--- config.mk ---
export PLATFORM = sky130hd
export DESIGN_NAME = seg_readback_flat
export DESIGN_NICKNAME = d
export VERILOG_FILES = /design/src/rtl/seg_readback_if.sv /design/src/rtl/seg_readback.sv /design/src/flat_wrapper.sv
export SDC_FILE = /design/constraint.sdc
export NUM_CORES = 1
export LEC_CHECK = 0
export CAP_MARGIN = 10
export CORE_AREA = 4 4 90 92
export DETAILED_ROUTE_END_ITERATION = 7
export DIE_AREA = 0 0 94 96
export PLACE_DENSITY = 0.75
export SLEW_MARGIN = 20
export SYNTH_ARGS = -nofsm -noshare
export SYNTH_HDL_FRONTEND = slang
export SYNTH_SLANG_ARGS = --single-unit
--- constraint.sdc ---
create_clock -name clk -period 3.8 [get_ports clk]
set_input_delay 0.76 -clock clk [delete_from_list [all_inputs] [get_ports clk]]
set_output_delay 0.76 -clock clk [all_outputs]
set_load 0.1 [all_outputs]
--- src/rtl/seg_readback_if.sv ---
// rtl/seg_readback_if.sv - two-digit seven-segment link between display scanner and readback checker
interface seg_readback_if;
    logic [7:0] seg_code;
    logic [7:0] seg_code1;
    logic       scan;
    logic       scan1;
    logic [7:0] value;
    logic       neg;
    logic       valid;
    logic       err;

    modport master (
        output seg_code, seg_code1, scan, scan1,
        input  value, neg, valid, err
    );

    modport slave (
        input  seg_code, seg_code1, scan, scan1,
        output value, neg, valid, err
    );
endinterface

--- src/rtl/seg_readback.sv ---
// rtl/seg_readback.sv - decodes scanned 7-segment digits back to binary; optional hex digits via SEG_READBACK_HEX_EN
module seg_readback #(
    parameter int STABLE_CNT = 4,
    parameter int TIMEOUT    = 200000
) (
    input logic           clk,
    input logic           rst,
    seg_readback_if.slave bus
);
    localparam int SW = $clog2(STABLE_CNT + 1);
    localparam int TW = $clog2(TIMEOUT + 1);
    localparam logic [SW-1:0] STAB_MAX = SW'(STABLE_CNT);
    localparam logic [SW-1:0] STAB_ONE = SW'(1);
    localparam logic [TW-1:0] T_LAST   = TW'(TIMEOUT - 1);

    typedef enum logic [1:0] {WAIT_U, WAIT_T, CHECK} state_t;

    state_t          state;
    logic            scan_q, scan_qq, scan1_q, scan1_qq;
    logic [6:0]      cap_u, cap_t;
    logic [13:0]     prev_frame;
    logic [SW-1:0]   stab;
    logic [TW-1:0]   tcnt;
    logic            published;

    // Returns {legal, digit}; the decimal point bit never reaches here.
    function automatic logic [4:0] decode_digit(input logic [6:0] p);
        case (p)
            7'h3F:   decode_digit = {1'b1, 4'h0};
            7'h06:   decode_digit = {1'b1, 4'h1};
            7'h5B:   decode_digit = {1'b1, 4'h2};
            7'h4F:   decode_digit = {1'b1, 4'h3};
            7'h66:   decode_digit = {1'b1, 4'h4};
            7'h6D:   decode_digit = {1'b1, 4'h5};
            7'h7D:   decode_digit = {1'b1, 4'h6};
            7'h07:   decode_digit = {1'b1, 4'h7};
            7'h7F:   decode_digit = {1'b1, 4'h8};
            7'h6F:   decode_digit = {1'b1, 4'h9};
`ifdef SEG_READBACK_HEX_EN
            7'h77:   decode_digit = {1'b1, 4'hA};
            7'h7C:   decode_digit = {1'b1, 4'hB};
            7'h39:   decode_digit = {1'b1, 4'hC};
            7'h5E:   decode_digit = {1'b1, 4'hD};
            7'h79:   decode_digit = {1'b1, 4'hE};
            7'h71:   decode_digit = {1'b1, 4'hF};
`endif
            default: decode_digit = 5'h00;
        endcase
    endfunction

    logic          scan_rise, scan1_rise;
    logic [4:0]    u_dec, t_dec;
    logic          t_minus, t_blank, frame_ok, same_frame, publish;
    logic [3:0]    t_digit;
    logic [7:0]    new_value;
    logic [SW-1:0] stab_next;

    assign scan_rise  = scan_q & ~scan_qq;
    assign scan1_rise = scan1_q & ~scan1_qq;

    always_comb begin
        u_dec      = decode_digit(cap_u);
        t_dec      = decode_digit(cap_t);
        t_minus    = (cap_t == 7'h40);
        t_blank    = (cap_t == 7'h00);
        frame_ok   = u_dec[4] && (t_dec[4] || t_minus || t_blank);
        t_digit    = t_dec[4] ? t_dec[3:0] : 4'd0;
`ifdef SEG_READBACK_HEX_EN
        new_value  = {t_digit, u_dec[3:0]};
`else
        new_value  = ({4'd0, t_digit} * 8'd10) + {4'd0, u_dec[3:0]};
`endif
        same_frame = ({cap_t, cap_u} == prev_frame);
        stab_next  = same_frame ? ((stab == STAB_MAX) ? STAB_MAX : stab + STAB_ONE) : STAB_ONE;
        // Re-publishing an unchanged value is suppressed once something has been reported.
        publish    = frame_ok && (stab_next == STAB_MAX) &&
                     (!published || (new_value != bus.value) || (t_minus != bus.neg));
    end

    always_ff @(posedge clk or negedge rst) begin
        if (!rst) begin
            state      <= WAIT_U;
            scan_q     <= 1'b0;
            scan_qq    <= 1'b0;
            scan1_q    <= 1'b0;
            scan1_qq   <= 1'b0;
            cap_u      <= '0;
            cap_t      <= '0;
            prev_frame <= '0;
            stab       <= '0;
            tcnt       <= '0;
            published  <= 1'b0;
            bus.value  <= '0;
            bus.neg    <= 1'b0;
            bus.valid  <= 1'b0;
            bus.err    <= 1'b0;
        end else begin
            scan_q    <= bus.scan;
            scan_qq   <= scan_q;
            scan1_q   <= bus.scan1;
            scan1_qq  <= scan1_q;
            bus.valid <= 1'b0;
            if (state == CHECK) begin
                tcnt  <= '0;
                state <= WAIT_U;
                if (!frame_ok) begin
                    bus.err <= 1'b1;
                    stab    <= '0;
                end else begin
                    stab       <= stab_next;
                    prev_frame <= {cap_t, cap_u};
                    if (publish) begin
                        bus.value <= new_value;
                        bus.neg   <= t_minus;
                        bus.valid <= 1'b1;
                        bus.err   <= 1'b0;
                        published <= 1'b1;
                    end
                end
            end else if (tcnt == T_LAST) begin
                tcnt    <= '0;
                bus.err <= 1'b1;
                stab    <= '0;
                state   <= WAIT_U;
            end else begin
                tcnt <= tcnt + TW'(1);
                if (state == WAIT_U) begin
                    // A tens strobe arriving together with the units strobe is dropped here.
                    if (scan_rise) begin
                        cap_u <= bus.seg_code[6:0];
                        state <= WAIT_T;
                    end
                end else begin
                    if (scan_rise) begin
                        cap_u <= bus.seg_code[6:0];
                    end
                    if (scan1_rise) begin
                        cap_t <= bus.seg_code1[6:0];
                        tcnt  <= '0;
                        state <= CHECK;
                    end
                end
            end
        end
    end
endmodule

--- src/flat_wrapper.sv ---
// flat-port wrapper written by rule: the top's interface ports become plain ports
module seg_readback_flat 
#(
    parameter int STABLE_CNT = 4,
    parameter int TIMEOUT    = 200000
)
  (clk, rst, bus_seg_code, bus_seg_code1, bus_scan, bus_scan1, bus_value, bus_neg, bus_valid, bus_err);
  seg_readback_if bus_i ();
  input logic clk;
  input logic rst;
  input wire logic [$bits(bus_i.seg_code)-1:0] bus_seg_code;
  input wire logic [$bits(bus_i.seg_code1)-1:0] bus_seg_code1;
  input wire logic [$bits(bus_i.scan)-1:0] bus_scan;
  input wire logic [$bits(bus_i.scan1)-1:0] bus_scan1;
  output wire logic [$bits(bus_i.value)-1:0] bus_value;
  output wire logic [$bits(bus_i.neg)-1:0] bus_neg;
  output wire logic [$bits(bus_i.valid)-1:0] bus_valid;
  output wire logic [$bits(bus_i.err)-1:0] bus_err;
  assign bus_i.seg_code = bus_seg_code;
  assign bus_i.seg_code1 = bus_seg_code1;
  assign bus_i.scan = bus_scan;
  assign bus_i.scan1 = bus_scan1;
  assign bus_value = bus_i.value;
  assign bus_neg = bus_i.neg;
  assign bus_valid = bus_i.valid;
  assign bus_err = bus_i.err;
  seg_readback #(.STABLE_CNT(STABLE_CNT), .TIMEOUT(TIMEOUT)) u_core (.clk(clk), .rst(rst), .bus(bus_i));
endmodule
==> metrics, run 1 <==
placed cell count roughly 490; worst slew pin tran between 900 and 1000 ps; chip width ~94 um; CP Max Fanout 9; initial antenna violation count 0; Cell Area, Synth 3800 sq um; top layer in use met4; commonest non-fill, non-tap cell in the layout dfrtp_1; Syn Inst Count roughly 350; hpwl dp ~5500 um; diode count 0; clk_lat worst skew approximately 340 ps; Max Root-Sink Buffers 2; H-tree Lvls 3; PortBufs 28; flops & latches, synth 67; Initial Util 0.527; path type of the worst min-delay path input pin to asynchronous set/reset pin; Slowest-stage cell, CP dfrtp_1; Pleak approximately 2.1 nW; CTS tree yes; CTS buffer count 9; clock transition at the registers of the reported paths ~70 ps; P per Cell Area between 500 and 600 nW/um^2; vias ~2.7k; GP Congestion around 0.83; share of the yosys chip area belonging to registers 0.441; Mean Syn Cell Area 10.9 sq um; final core occ 0.644; first-pass GRT wire length ~13000 um; GR Overflow Total 0; Ports 31; Crit. End Element flop; startpoint types flop; YS warnings 0; vias in the first global route 2656; Tmin final about 3900 ps; Final Non-Filler Cells around 500; routed wl met3 between 200 and 300 um; final-report setup violation count 9; critical path class flop to flop; M1 WL between 3000 and 4000 um; area growth from synthesis to layout 22.3%; critical path, cell by cell nand3b_1 -> o41ai_2 -> and2_1 -> ha_1 -> ha_2 -> inv_2 -> fa_2 -> nand2b_4 -> o21bai_4 -> mux2_4 -> a2bb2oi_4 -> xnor2_2 -> o2111ai_2 -> buf_12 -> mux2_1; Post-synth EDFFs 0; outcome finished with violations; met2 WL 3660 um; crit-path max cell delay approximately 470 ps; R2R Path End u_core.bus.value[0]; layout cell share with drive strength beyond 1 0.248; Die H 96 um; DR WL/cell about 15 um; DP Area 4390 sq um; commonest non-fill, non-tap cells in the layout 63 x dfrtp_1, 37 x nor2_1, 29 x buf_4; final period utilization 1.02; CP Launch Point u_core.cap_t[6]; R2R depth 15; relative slew slack 0.348; syn nets ~380; synth unique cells between 50 and 60; Final Hold Violating Endpoints 0; worst vdd ir 291 uV; final net count about 430; Worst Setup EP u_core.bus.value[0]; Core Rows 31; skew final 6.44 ps; RSZ-0062 raised after global routing true; area of the core approximately 7200 sq um; antenna-violating nets left 0; die area around 9000 sq um; clock sink count 67; Final Instance Area around 4600 sq um; dominant synthesized flop cell dfrtp_1; Via density 5.33; Slew Limit Fails 0; residual DRC count 0; Iteration-0 DRC Markers around 120; failing checks setup timing; Setup WS post-layout -92.3 ps; Total GRT Usage 0.183; worst r2r src u_core.cap_t[6]; Max Cap Violations 0; pin count of the biggest net entering global routing 48; asr flop ratio synth 1.00; WP data required roughly 4000 ps; clock root cell clkbuf_8; CP arrival 4110 ps; reg2reg setup slack -90 ps; hold_buf cts 0; DR pass1 iterations 4; filler instances 592; Max Clk Rate between 200 and 300 MHz; aggregate routed wire length between 7000 and 8000 um
critical path, delay by kind of cell, from the launching register on:
family | cells | cell delay, ps
adder cells (fa/ha/maj) | 3 | 890
XOR/XNOR | 1 | 160
AO/OA/AOI/OAI | 4 | 810
buffers and inverters | 2 | 220
AND/OR/NAND/NOR | 3 | 600
flip-flops | 1 | 470
multiplexers | 2 | 610
sequential cells by signal (all words and copies together), names as in the netlist, 2 cells and up:
| name | cells |
|---|---|
| u_core.state | 2 |
| u_core.bus.value | 8 |
| u_core.tcnt | 18 |
| u_core.cap_u | 7 |
| u_core.cap_t | 7 |
| u_core.stab | 3 |
| u_core.prev_frame | 14 |
power by group:
group	total, mW	internal, mW	switching, mW	leakage [nW]
logic	0.801	0.421	0.380	1.13
clock network	0.641	0.370	0.271	0.106
registers	0.979	0.828	0.151	0.876
total	2.42	1.62	0.802	2.11
per-stage QoR:
step / hold slack (ps) / power, mW / setup slack (ps) / setup TNS [ps]
detailed placement: 361 / 1.78 / -186 / -1500
global route: 380 / 2.59 / -257 / -2210
CTS: 365 / 2.44 / -108 / -740
finish: 369 / 2.42 / -92.3 / -601
floorplan: 347 / 1.52 / -2.20 / -13.1
global placement: 355 / 1.74 / -50.3 / -277
what timing repair did:
item / in CTS / in global routing
endpoints found under the setup margin: 11 / 11
gates cloned: 0 / 0
resized for setup: 6 / 2
setup buffers: 0 / 1
pin swaps: 1 / 1
kinds of logic (layout without fill, tap and decap cells):
kind of cell / Yosys count / count (layout) / share of synthesized area
and+or+nand+nor: 120 / 120 / 0.180
adders and majority gates: 12 / 12 / 0.0435
xor gates and xnor gates: 47 / 47 / 0.116
DFF: 67 / 67 / 0.441
AOI/OAI and AO/OA: 35 / 35 / 0.0655
muxes: 40 / 40 / 0.124
buffers and inverters: 26 / 83 / 0.0306
worst min-delay path by stage:
stage,startpoint,cells past startpoint,end,slack (ps)
4_1_cts,rst,1,u_core.cap_t[6],360
2_1_floorplan,u_core.scan1_q,0,u_core.scan1_qq,350
5_1_grt,u_core.scan1_q,0,u_core.scan1_qq,380
3_3_place_gp,u_core.scan1_q,0,u_core.scan1_qq,360
3_5_place_dp,u_core.scan1_q,0,u_core.scan1_qq,360
6_report,rst,1,u_core.cap_t[6],370
layout make-up:
class | instances | area, sq um | share of cell area
clock buffer | 10 | 128 | 0.0275
clock inverter | 6 | 90.1 | 0.0194
inverter | 9 | 33.8 | 0.00727
multi-input combinational | 254 | 2070 | 0.447
sequential | 67 | 1680 | 0.362
tap | 99 | 124 | 0.0267
timing repair buffer | 58 | 513 | 0.110
layer usage:
layer  vias to the layer above  track usage
met1                      1314        0.230
li1                       1314            -
met4                         0       0.0710
met5                         -            0
met3                         9       0.0469
met2                        46        0.303
synth_stat cells (3+ instances only):
library cell / number / share of area
dfrtp_1: 67 / 0.44
nor2_1: 37 / 0.037
xnor2_1: 27 / 0.062
mux2_2: 24 / 0.071
xor2_1: 18 / 0.042
nand3_1: 17 / 0.022
nand2_1: 15 / 0.015
ha_1: 10 / 0.033
buf_2: 9 / 0.012
inv_1: 9 / 0.0089
a21oi_1: 8 / 0.011
o21ai_0: 8 / 0.011
mux2_1: 7 / 0.021
nand4_1: 7 / 0.012
mux2_4: 6 / 0.024
nor2b_1: 6 / 0.0099
clkbuf_1: 5 / 0.0049
and3_1: 4 / 0.0066
nand3b_1: 4 / 0.0079
nor3_1: 4 / 0.0053
a21o_1: 3 / 0.0059
a22o_1: 3 / 0.0069
mux2i_1: 3 / 0.0079
nand2b_1: 3 / 0.0049
nor3b_1: 3 / 0.0059
(Power assumes the default switching activity.)
==> inputs of run 2 (changes only) <==
- CORE_AREA: 4 4 90 92 -> 4 4 98 100
- DIE_AREA: 0 0 94 96 -> 0 0 102 104
- PLACE_DENSITY: 0.75 -> default
- clock period: 3.8 -> 4.3 ns (I/O delays scaled with it)
==> run 2 against run 1 <==
Compared with the run above: the flow now finishes without violations; sequential power down 9.4%; final cell count fell by 2.2%; clock-buffer cell count is 1 lower; first-iteration DRC count is 21% lower; utilization is 13 points lower; setup slack improved by 300 ps; critical path depth rose by 3; critical endpoint unchanged.
==> metrics, run 2 (synthesis gave the netlist of run 1 again) <==
Slowest-stage cell, CP fa_1; Total GRT Usage 0.145 (-0.0383); Slew Limit Fails 0 (unchanged); vias 2545 (-5.1%); GR Overflow Total 0 (unchanged); residual DRC count 0 (unchanged); initial antenna violation count 0 (unchanged); hpwl dp 5050 um (-8.0%); max reg flops 18 (unchanged); WHS Path Cells 0; Min-Delay Endpoint u_core.scan1_qq; DR pass1 iterations 4 (unchanged); Max Clk Rate 244 MHz (-4.9%); CTS buffer count 9 (unchanged); final-report setup violation count 0 (-9); final net count 411 (-4.6%); clock sink count 67 (unchanged); hold_buf cts 0 (unchanged); Max Root-Sink Buffers 2 (unchanged); PortBufs 28 (unchanged); skew final 7.28 ps (+0.847 ps); worst slack at placement 47.5 ps (+233 ps); CP Max Fanout 11 (+2); Setup WS post-layout 208 ps (+300 ps); area growth from synthesis to layout 16.7%; CP arrival 4320 ps (+210 ps); TNS Setup 0 ps (+601 ps); aggregate routed wire length 7260 um (-2.0%); final period utilization 0.952 (-0.0727); reg2reg setup slack 210 ps (+300 ps); worst r2r src u_core.cap_t[2]; filler instances 809 (+37%); DR WL/cell 14.8 um (+0.15%); Pleak 1.98 nW (-6.1%); path type of the worst min-delay path flop to flop; GP Congestion 0.766 (-8.2%); area of the core 8680 sq um (+20%); P per Cell Area 451 nW/um^2 (-13%); Initial Util 0.438 (-0.0888); commonest non-fill, non-tap cells in the layout 65 x dfrtp_1, 37 x nor2_1, 27 x clkdlybuf4s50_1; R2R Path End u_core.bus.value[0]; WP data required 4530 ps (+510 ps); Core Rows 34 (+9.7%); Ports 31 (unchanged); critical path class flop to flop; hold wc startpoint u_core.scan1_q; outcome finished clean; clock transition at the registers of the reported paths 80 ps (about the same); pin count of the biggest net entering global routing 38 (-21%); Top reg by flops u_core.tcnt; Worst path top cell family by delay adder cells; crit-path max cell delay 470 ps (about the same); layout cell share with drive strength beyond 1 0.188 (-0.0600); die area 10600 sq um (+18%); clock root cell clkbuf_8; startpoint types flop; vias in the first global route 2473 (-6.9%); Iteration-0 DRC Markers 91 (-21%); critical path, cell by cell buf_6 -> nand3_1 -> o21ai_0 -> nand3_1 -> o41ai_2 -> and2_1 -> ha_1 -> ha_1 -> inv_1 -> fa_1 -> nand2b_1 -> o21bai_1 -> mux2_1 -> a2bb2oi_2 -> xnor2_2 -> o2111ai_2 -> buf_6 -> mux2_1; H-tree Lvls 3 (unchanged); worst slew pin tran 969 ps (-5.59 ps); Via density 5.17 (-3.0%); Die H 104 um (+8.3%); Largest regs u_core.tcnt: 18 flops, u_core.prev_frame: 14 flops, u_core.bus.value: 8 flops; relative slew slack 0.352 (+0.00374); antenna-violating nets left 0 (unchanged); chip width 102 um (+8.5%); Power, Total 2.00 mW (-17%); Buf+Inv Stages, Crit Path 3 (+1); Tmin final 4090 ps (+200 ps); diode count 0 (unchanged); first-pass GRT wire length 12100 um (-4.6%); Final Hold Violating Endpoints 0 (unchanged); Max Cap Violations 0 (unchanged); worst vdd ir 220 uV (-24%); commonest non-fill, non-tap cell in the layout dfrtp_1; CTS tree yes; clk_lat worst skew 350 ps (about the same); Crit. End Element flop; R2R depth 18 (+3)
-- run 2: changes by cell type in the layout (fill, tap and decap cells not counted), moves of 2 or more --
cell / previous run / this run
buf_6: 0 / 2
dfrtp_2: 4 / 2
dfrtp_1: 63 / 65
buf_4: 29 / 8
-- run 2: repair_timing --
| action | in CTS | in global routing |
|---|---|---|
| endpoints found under the hold margin | 0 | 0 |
| endpoints found under the setup margin | 0 | 9 |
| setup buffers | 0 | 1 |
| gates resized for setup | 0 | 9 |
-- run 2: power breakdown --
group,internal [mW],switching [mW]
clock network,0.270,0.259
logic,0.298,0.287
registers,0.729,0.157
total,1.30,0.704
-- run 2: cell type report --
cell class	count	area, sq um	share of cell area
timing repair buffer	38	358	0.0807
sequential	67	1680	0.379
inverter	9	33.8	0.00762
clock buffer	9	124	0.0279
multi-input combinational	254	2030	0.457
tap	108	135	0.0305
clock inverter	7	76.3	0.0172
-- run 2: worst max path at each step --
stage	startpoint	endpoint	slack, ps	cells past startpoint
2_1_floorplan	u_core.cap_t[2]	u_core.bus.value[5]	190	20
3_3_place_gp	u_core.cap_t[1]	u_core.bus.value[0]	110	15
3_5_place_dp	u_core.cap_t[1]	u_core.bus.value[0]	50	15
4_1_cts	u_core.cap_t[1]	u_core.bus.value[0]	30	15
5_1_grt	u_core.cap_t[2]	u_core.bus.value[0]	-30	18
6_report	u_core.cap_t[2]	u_core.bus.value[0]	210	18
-- run 2: layer usage --
layer	up-vias	track usage	share of wire
met5	-	0	0
met4	0	0.0422	0.0091
met3	6	0.0423	0.044
met2	40	0.207	0.44
met1	1226	0.211	0.51
li1	1273	-	-
-- run 2: worst register-to-register path, cell delays in order (launching register included) --
cell and delay (ps):
dfrtp_1 420, buf_6 170, nand3_1 70, o21ai_0 170, nand3_1 120, o41ai_2 90
and2_1 200, ha_1 230, ha_1 210, inv_1 70, fa_1 470, nand2b_1 190
o21bai_1 190, mux2_1 310, a2bb2oi_2 160, xnor2_2 160, o2111ai_2 240, buf_6 180
mux2_1 320
-- run 2: stage by stage --
step	instance area, sq um	cells	util	hold slack (ps)
floorplan	3800	347	-	347
global placement	4190	474	0.482	356
detailed placement	4190	474	0.482	361
CTS	4390	490	0.505	380
global route	4430	492	0.511	386
finish	4430	492	0.511	375
==> inputs of run 3 (changes only) <==
- CORE_AREA: 4 4 98 100 -> 8 8 102 104
- DIE_AREA: 0 0 102 104 -> 0 0 110 112
==> run 3 against run 2 <==
Compared with the run above: routed wire length is 0.22% higher; critical endpoint is now u_core.bus.value[6]; clock skew is 10 ps higher; critical path depth is 3 lower; design area is 1.2% higher; register-to-register slack better by 60 ps.
==> metrics, run 3 (synthesis gave the netlist of run 1 again) <==
outcome finished clean; hold wc startpoint u_core.scan1_q; skew final 17.6 ps (+10.3 ps); M1 WL 3560 um (-3.6%); R2R depth 15 (-3); Core Rows 35 (+2.9%); CTS tree yes; residual DRC count 0 (unchanged); die area 12300 sq um (+16%); initial antenna violation count 0 (unchanged); clock root cell clkbuf_8; WP data required 4530 ps (about the same); Slowest-stage cell, CP dfrtp_1; Tmin final 4030 ps (-61.7 ps); commonest non-fill, non-tap cells in the layout 67 x dfrtp_1, 37 x nor2_1, 27 x clkdlybuf4s50_1; Pleak 2.02 nW (+1.5%); top layer in use met4; critical path, cell by cell buf_4 -> o41ai_1 -> a32o_2 -> ha_1 -> ha_1 -> inv_1 -> fa_2 -> nand2b_1 -> o21bai_1 -> mux2_1 -> a2bb2oi_2 -> xnor2_2 -> o2111ai_2 -> buf_4 -> mux2_4; Max Root-Sink Buffers 2 (unchanged); Largest regs u_core.tcnt: 18 flops, u_core.prev_frame: 14 flops, u_core.bus.value: 8 flops; clock sink count 67 (unchanged); Slew Limit Fails 0 (unchanged); critical path class flop to flop; CP Max Fanout 8 (-3); routed wl met3 255 um (-20%); DR pass1 iterations 4 (unchanged); first-pass GRT wire length 12800 um (+5.4%); Worst path top cell family by delay compound AO/OA/AOI/OAI gates; hold_buf cts 0 (unchanged); Ports 31 (unchanged); aggregate routed wire length 7280 um (+0.22%); area growth from synthesis to layout 18.1%; area of the core 8890 sq um (+2.4%); Max Cap Violations 0 (unchanged); Crit. End Element flop; diode count 0 (unchanged); Top reg by flops u_core.tcnt; clk_lat worst skew 350 ps (about the same); chip width 110 um (+7.8%); worst slew pin tran 984 ps (+14.8 ps); hpwl dp 5130 um (+1.6%); final net count 415 (+0.97%); PortBufs 28 (unchanged); path type of the worst min-delay path flop to flop; H-tree Lvls 3 (unchanged); Via density 5.09 (-1.6%); CP arrival 4260 ps (-60 ps); filler instances 844 (+4.3%); GR Overflow Total 0 (unchanged); Total GRT Usage 0.131 (-0.0139); final period utilization 0.937 (-0.0143); Buf+Inv Stages, Crit Path 3 (unchanged); startpoint types flop; CTS buffer count 9 (unchanged); layout cell share with drive strength beyond 1 0.188 (+0.000644); vias 2540 (-0.20%); RSZ-0062 raised after global routing false; clock transition at the registers of the reported paths 90 ps (about the same); met2 WL 3320 um (+4.2%); Iteration-0 DRC Markers 76 (-16%); reg2reg setup slack 270 ps (+60 ps); max reg flops 18 (unchanged); vias in the first global route 2670 (+8.0%); commonest non-fill, non-tap cell in the layout dfrtp_1; P per Cell Area 464 nW/um^2 (+2.9%); worst r2r src u_core.cap_t[5]; DR WL/cell 14.6 um (-1.2%); final core occ 0.505 (-0.00624); pin count of the biggest net entering global routing 36 (-5.3%); Min-Delay Endpoint u_core.scan1_qq; GP Congestion 0.786 (+2.7%); final-report setup violation count 0 (unchanged); Max Clk Rate 248 MHz (+1.5%); Final Hold Violating Endpoints 0 (unchanged); TNS Setup 0 ps (unchanged); relative slew slack 0.342 (-0.00990); worst vdd ir 266 uV (+21%); antenna-violating nets left 0 (unchanged); crit-path max cell delay 490 ps (+20 ps); Die H 112 um (+7.7%); WHS Path Cells 0 (unchanged); R2R Path End u_core.bus.value[6]; Initial Util 0.427 (-0.0104)
[run 3: worst max-delay path by stage]
| stage | startpoint | cells past startpoint | slack [ps] | to |
|---|---|---|---|---|
| 2_1_floorplan | u_core.cap_t[2] | 20 | 190 | u_core.bus.value[5] |
| 6_report | u_core.cap_t[5] | 15 | 270 | u_core.bus.value[6] |
| 3_3_place_gp | u_core.cap_t[2] | 18 | 220 | u_core.bus.value[0] |
| 5_1_grt | u_core.cap_t[5] | 16 | 0.6 | u_core.bus.value[0] |
| 3_5_place_dp | u_core.cap_t[2] | 18 | 170 | u_core.bus.value[0] |
| 4_1_cts | u_core.cap_t[2] | 18 | 120 | u_core.bus.value[0] |
[run 3: layout make-up]
cell class                      instances  area, sq um  share of cell area
Sequential cell                        67         1680               0.374
Clock buffer                           11          141              0.0315
Clock inverter                          5         85.1              0.0190
Inverter                                9         33.8             0.00753
Multi-Input combinational cell        254         2020               0.451
Timing Repair Buffer                   42          388              0.0864
Tap cell                              111          139              0.0310
[run 3: what timing repair did]
item | 4_1_cts | 5_1_grt
setup endpoints to repair | 0 | 9
resized for setup | 0 | 8
setup buffers | 0 | 3
[run 3: layer usage]
layer / GRT usage / vias up
li1: - / 1278
met1: 0.171 / 1224
met2: 0.198 / 27
met3: 0.0300 / 11
met4: 0.0595 / 0
met5: 0 / -
[run 3: where the power goes]
part | switching [mW] | leakage, nW | internal (mW) | total, mW
clock | 0.253 | 0.110 | 0.346 | 0.599
combinational | 0.299 | 1.02 | 0.314 | 0.613
sequential | 0.145 | 0.880 | 0.727 | 0.872
[run 3: through the flow]
stage | worst slack [ps] | hold WS [ps] | power [mW] | std cells | cell area [sq um]
2_1_floorplan | 191 | 347 | 1.31 | 347 | 3800
4_1_cts | 118 | 377 | 2.10 | 495 | 4430
3_3_place_gp | 219 | 355 | 1.47 | 479 | 4210
3_5_place_dp | 168 | 360 | 1.48 | 479 | 4210
5_1_grt | 0.602 | 402 | 2.22 | 499 | 4490
6_report | 270 | 373 | 2.08 | 499 | 4490
